**src/rtl/tcbm_byte_receiver.sv**
```systemverilog
// tcbm_byte_receiver: TCBM host->drive receiver, command byte then data byte over a 4-phase DAV/ACK handshake.
// Latency: pin edges are seen SYNC_STAGES cycles late and the FSM reacts one cycle after that; all outputs are registered.
// Backpressure: the data-byte ACK is withheld until downstream takes out_data. Define TCBM_TIMEOUT_EN to enable the watchdog (status 2'b11).
module tcbm_byte_receiver #(
   parameter int SYNC_STAGES    = 2,
   parameter int TIMEOUT_CYCLES = 4096
) (
   input  logic       clock,
   input  logic       reset,
   input  logic       cs_n,
   input  logic       dav_n,
   input  logic [7:0] data_in,
   output logic       ack_n,
   output logic [7:0] cmd,
   output logic [7:0] out_data,
   output logic       out_valid,
   input  logic       out_ready,
   output logic [1:0] st_d,
   output logic       st_en
);

   typedef enum logic [2:0] {IDLE, CMD_ACK, DATA_WAIT, DATA_HOLD, DATA_ACK} state_t;

   state_t                 state;
   logic [SYNC_STAGES-1:0] dav_sync;
   logic [SYNC_STAGES-1:0] cs_sync;
   logic                   dav_hi;   // synchronized dav_n (1 = strobe inactive)
   logic                   cs_hi;    // synchronized cs_n (1 = not selected)
   logic                   abort;
   logic                   advance;
   logic                   tmo_hit;
   logic                   cmd_ok;

   // Synchronizers preset to the inactive level so reset never looks like a strobe
   always_ff @(posedge clock or posedge reset) begin
      if (reset) begin
         dav_sync <= '1;
         cs_sync  <= '1;
      end else begin
         dav_sync <= {dav_sync[SYNC_STAGES-2:0], dav_n};
         cs_sync  <= {cs_sync[SYNC_STAGES-2:0], cs_n};
      end
   end

   assign dav_hi = dav_sync[SYNC_STAGES-1];
   assign cs_hi  = cs_sync[SYNC_STAGES-1];
   assign cmd_ok = (cmd >= 8'h81) && (cmd <= 8'h84);

   // Deselect wins over every other event in any busy state
   assign abort = cs_hi && (state != IDLE);

   // The one handshake event each state is waiting for
   always_comb begin
      advance = 1'b0;
      case (state)
         IDLE:      advance = !cs_hi && !dav_hi;
         CMD_ACK:   advance = dav_hi;
         DATA_WAIT: advance = !dav_hi;
         DATA_HOLD: advance = out_valid && out_ready;
         DATA_ACK:  advance = dav_hi;
         default:   advance = 1'b0;
      endcase
   end

`ifdef TCBM_TIMEOUT_EN
   localparam int            CW      = (TIMEOUT_CYCLES > 2) ? $clog2(TIMEOUT_CYCLES) : 1;
   localparam logic [CW-1:0] TMO_MAX = CW'(TIMEOUT_CYCLES - 1);

   logic [CW-1:0] tmo_cnt;
   logic          counting;

   // DATA_HOLD is excluded: a slow downstream is not the host's fault
   assign counting = (state == CMD_ACK) || (state == DATA_WAIT) || (state == DATA_ACK);
   assign tmo_hit  = counting && (tmo_cnt == TMO_MAX);

   // Watchdog: cleared on every state change, saturating count while waiting on the host
   always_ff @(posedge clock or posedge reset) begin
      if (reset)
         tmo_cnt <= '0;
      else if (abort || advance || tmo_hit)
         tmo_cnt <= '0;
      else if (counting && (tmo_cnt != TMO_MAX))
         tmo_cnt <= tmo_cnt + 1'b1;
   end
`else
   assign tmo_hit = 1'b0;
`endif

   // Handshake FSM with registered ack/data/status outputs
   always_ff @(posedge clock or posedge reset) begin
      if (reset) begin
         state     <= IDLE;
         ack_n     <= 1'b1;
         cmd       <= 8'h00;
         out_data  <= 8'h00;
         out_valid <= 1'b0;
         st_d      <= 2'b00;
         st_en     <= 1'b0;
      end else begin
         st_en <= 1'b0;
         if (abort) begin
            state     <= IDLE;
            ack_n     <= 1'b1;
            out_valid <= 1'b0;
         end else if (advance) begin
            case (state)
               IDLE: begin
                  cmd   <= data_in;
                  ack_n <= 1'b0;
                  state <= CMD_ACK;
               end
               CMD_ACK: begin
                  ack_n <= 1'b1;
                  if (cmd_ok) begin
                     state <= DATA_WAIT;
                  end else begin
                     st_d  <= 2'b10;
                     st_en <= 1'b1;
                     state <= IDLE;
                  end
               end
               DATA_WAIT: begin
                  out_data  <= data_in;
                  out_valid <= 1'b1;
                  state     <= DATA_HOLD;
               end
               DATA_HOLD: begin
                  out_valid <= 1'b0;
                  ack_n     <= 1'b0;
                  state     <= DATA_ACK;
               end
               DATA_ACK: begin
                  ack_n <= 1'b1;
                  st_d  <= 2'b00;
                  st_en <= 1'b1;
                  state <= IDLE;
               end
               default: begin
                  ack_n     <= 1'b1;
                  out_valid <= 1'b0;
                  state     <= IDLE;
               end
            endcase
         end else if (tmo_hit) begin
            ack_n     <= 1'b1;
            out_valid <= 1'b0;
            st_d      <= 2'b11;
            st_en     <= 1'b1;
            state     <= IDLE;
         end
      end
   end

endmodule

```
**config.mk**
```make
export PLATFORM = sky130hd
export DESIGN_NAME = tcbm_byte_receiver
export DESIGN_NICKNAME = d
export VERILOG_FILES = /design/src/rtl/tcbm_byte_receiver.sv
export SDC_FILE = /design/constraint.sdc
export NUM_CORES = 1
export LEC_CHECK = 0
export BUFFER_PORTS_ARGS = -buffer_cell sky130_fd_sc_hd__buf_4
export CORE_ASPECT_RATIO = 1.25
export CORE_UTILIZATION = 54
export DETAILED_ROUTE_END_ITERATION = 8
export PLACE_DENSITY = 0.93
export SYNTH_ARGS = -nofsm -noshare
export SYNTH_HDL_FRONTEND = slang
export SYNTH_SLANG_ARGS = --single-unit
```
**constraint.sdc**
```tcl
create_clock -name clock -period 3.2 [get_ports clock]
set_input_delay 0.48 -clock clock [delete_from_list [all_inputs] [get_ports clock]]
set_output_delay 0.48 -clock clock [all_outputs]
set_load 0.02 [all_outputs]
```
==> flow_summary.yaml <==
finish:
  num-nets-final: 147
  drive_above_1_share: 0.466
  areaGrowthSynthToFinish_pct: 22.0
  fill_cells: 165
  layout_common_cells: "32 x buf_4, 22 x dfrtp_1, 15 x mux2_2, 7 x o21ai_0, 6 x nor2_1"
  finish.instance_area_um2: 1510
  layout.cells.most_common: "buf_4"
  finalCoreUtilization: 0.689
  final_cells: 164
  antenna-diode-count: 0
detailed_routing:
  post-route-drc-count: 0
  post_drt_wl_per_cell_um: 14.6
  detail_route.vias_per_cell: 5.59
  route.vias.total: 917
  detail_route.iter0.violations: 20
  antenna_left: 0
  finalWirelength_mm: 2.40
  first_pass_iters: 4
clock_tree:
  cts_buffers: 3
  post_cts_setup_repair_bufs: 0
  cts-hold-fix-buffers: 0
  tritoncts: "done"
  cts-root-buf: "clkbuf_4"
  post_cts_resized: 0
  clock_input_transition_at_the_sequential_cells_of_the_worst_setup_and_hold_paths_ns: 0.13
  insertion_delay_ns: 0.32
  number_of_sinks_handled_by_clock_tree_synthesis: 27
  clock_tree.htree_level_count: 1
  number_of_buffers_on_the_longest_clock_path: 2
critical_path:
  cp-start-kind: "flip-flop"
  worstReg2RegEnd: "cmd[6]$_DFFE_PP0P_"
  reg2regPathDepth: 3
  critical_path_endpoint: "cmd[6]$_DFFE_PP0P_"
  cp_data_required_time_ns: 3.43
  cp.arrival_ns: 1.99
  worstSetupPathType: "flip-flop to flip-flop"
  rr_startpoint: "state[0]$_DFFE_PP0P_"
  critical_path.max_fanout: 14
  worstSetupEndpointType: "flip-flop"
  critical_path.startpoint: "state[0]$_DFFE_PP0P_"
  r2r_slack_ns: 1.44
grt:
  global_routing_usage_summed_across_all_routing_layers: 0.212
  grt_first_pass_wirelength_mm: 3.91
  vias_in_the_first_global_route: 897
  grt_max_degree: 28
  antenna_found_initial: 0
  remaining_global_route_overflow: 0
sta:
  fin_worst_skew_ns: 0.00123
  post-route-worst-setup-slack_ns: 1.44
  highest_clock_rate_mhz: 567
  finalHoldViolCount: 0
  fin_worst_hold_slack_ns: 0.244
  tightestPinTransition_ns: 0.966
  final.period_utilization: 0.551
  final-max-slew-violation-count: 0
  max_slew_margin: 0.355
  fin_tns_setup_ns: 0
  post-route-min-period_ns: 1.76
  setup_viol: 0
  rsz0062_at_grt: "false"
yosys:
  syn-num-nets: 116
  ys_seq_area_frac: 0.552
  syn_area_per_cell_um2: 12.0
  synthesis.yosys.warnings: 0
  netlist_area_before_placement_um2: 1240
  netlist_instances: 103
  ff_latch_count_synth: 27
  yosys.cell_types.count: 36
die:
  floorplan.die.height_um: 55.5
  floorplan.die.width_um: 44.8
  floorplan.io_pins: 34
  std_cell_rows: 19
  start_util: 0.565
  core-area_um2: 2190
  die-area_um2: 2490
power_and_ir_drop:
  power_mw: 0.758
  p_leak_nw: 0.661
  irDropWorstVdd_mv: 0.478
  powerDensity_nw_per_um2: 503
job:
  maxCapViolations: 0
placed_design:
  detailed_place_hpwl_mm: 1.77
  numPortBuffers: 32
  gp_routability_congestion: 0.835
  placed_cell_area_um2: 1480
  post-place-cells: 160
  place_worst_setup_slack_ns: 1.47
worst_hold_path:
  worst_hold_path_type: "input pin to flip-flop"
status:
  run_status: "completed"
-- power breakdown --
part,internal [mW],switching (mW)
Sequential,0.385,0.0366
Clock,0.0489,0.0969
Combinational,0.0932,0.0970
-- area by class of cell --
cell class,instances,area (µm²),area share
Inverter,2,7.51,0.00498
Timing Repair Buffer,32,240,0.159
Sequential cell,27,682,0.452
Clock buffer,4,26.3,0.0174
Tap cell,31,38.8,0.0257
Multi-Input combinational cell,68,513,0.340
-- routing by layer --
metal,GRT usage,part of all wire,vias up
li1,-,-,426
met1,0.261,0.39,456
met2,0.359,0.55,29
met3,0.0359,0.043,6
met4,0.0866,0.020,0
met5,0,0,-
-- cell families (layout without fill, tap and decap cells) --
family	after synthesis	in the layout	synth area share
flip-flops	27	27	0.552
multiplexers	16	16	0.146
AO/OA/AOI/OAI	18	18	0.100
buffers and inverters	8	38	0.0334
AND/OR/NAND/NOR	33	33	0.166
other	1	1	0.00303
-- critical path: stages, from the launching register on --
cell and delay [ns]:
dfrtp_1 0.56, nor4_4 0.36, and2b_1 0.36, mux2_2 0.38
-- worst min-delay path by stage --
stage                                      end                  from  cells after the start
final                     cs_sync[0]$_DFF_PP1_                  cs_n                      1
after global routing      cs_sync[0]$_DFF_PP1_                  cs_n                      1
after CTS                 cs_sync[0]$_DFF_PP1_                  cs_n                      1
after detailed placement  cs_sync[1]$_DFF_PP1_  cs_sync[0]$_DFF_PP1_                      0
after global placement    cs_sync[1]$_DFF_PP1_  cs_sync[0]$_DFF_PP1_                      0
after floorplan           cs_sync[1]$_DFF_PP1_  cs_sync[0]$_DFF_PP1_                      0
-- cells in the mapped netlist --
master	instances	area (µm²)
a21boi_0	1	7.51
a21boi_2	1	11.3
a21oi_1	4	20.0
a31o_2	1	8.76
a32o_1	1	10.0
and2b_1	1	7.51
and2b_2	1	8.76
and3_1	2	12.5
and3b_1	1	8.76
buf_2	2	10.0
buf_4	2	15.0
clkbuf_1	1	3.75
clkbuf_2	1	5.00
conb_1	1	3.75
dfrtp_1	22	551
dfstp_2	5	131
inv_1	2	7.51
mux2_1	1	11.3
mux2_2	15	169
nand2_1	4	15.0
nand2_2	1	6.26
nand2b_1	2	12.5
nand3_1	2	10.0
nand3b_1	1	7.51
nand4_1	2	12.5
nor2_1	6	22.5
nor2b_1	3	18.8
nor3_1	2	10.0
nor4_1	1	6.26
nor4_2	1	12.5
nor4_4	1	21.3
o211ai_1	1	7.51
o21ai_0	7	35.0
o21bai_1	1	7.51
o32ai_2	1	16.3
or3_1	2	12.5
-- state kept, by name (all words and copies together) (netlist names) --
name / flops
dav_sync: 2
out_data: 8
st_en: 1
out_valid: 1
st_d: 1
state: 3
ack_n: 1
cmd: 8
cs_sync: 2
Note: power is estimated with default switching activity, not from simulation.
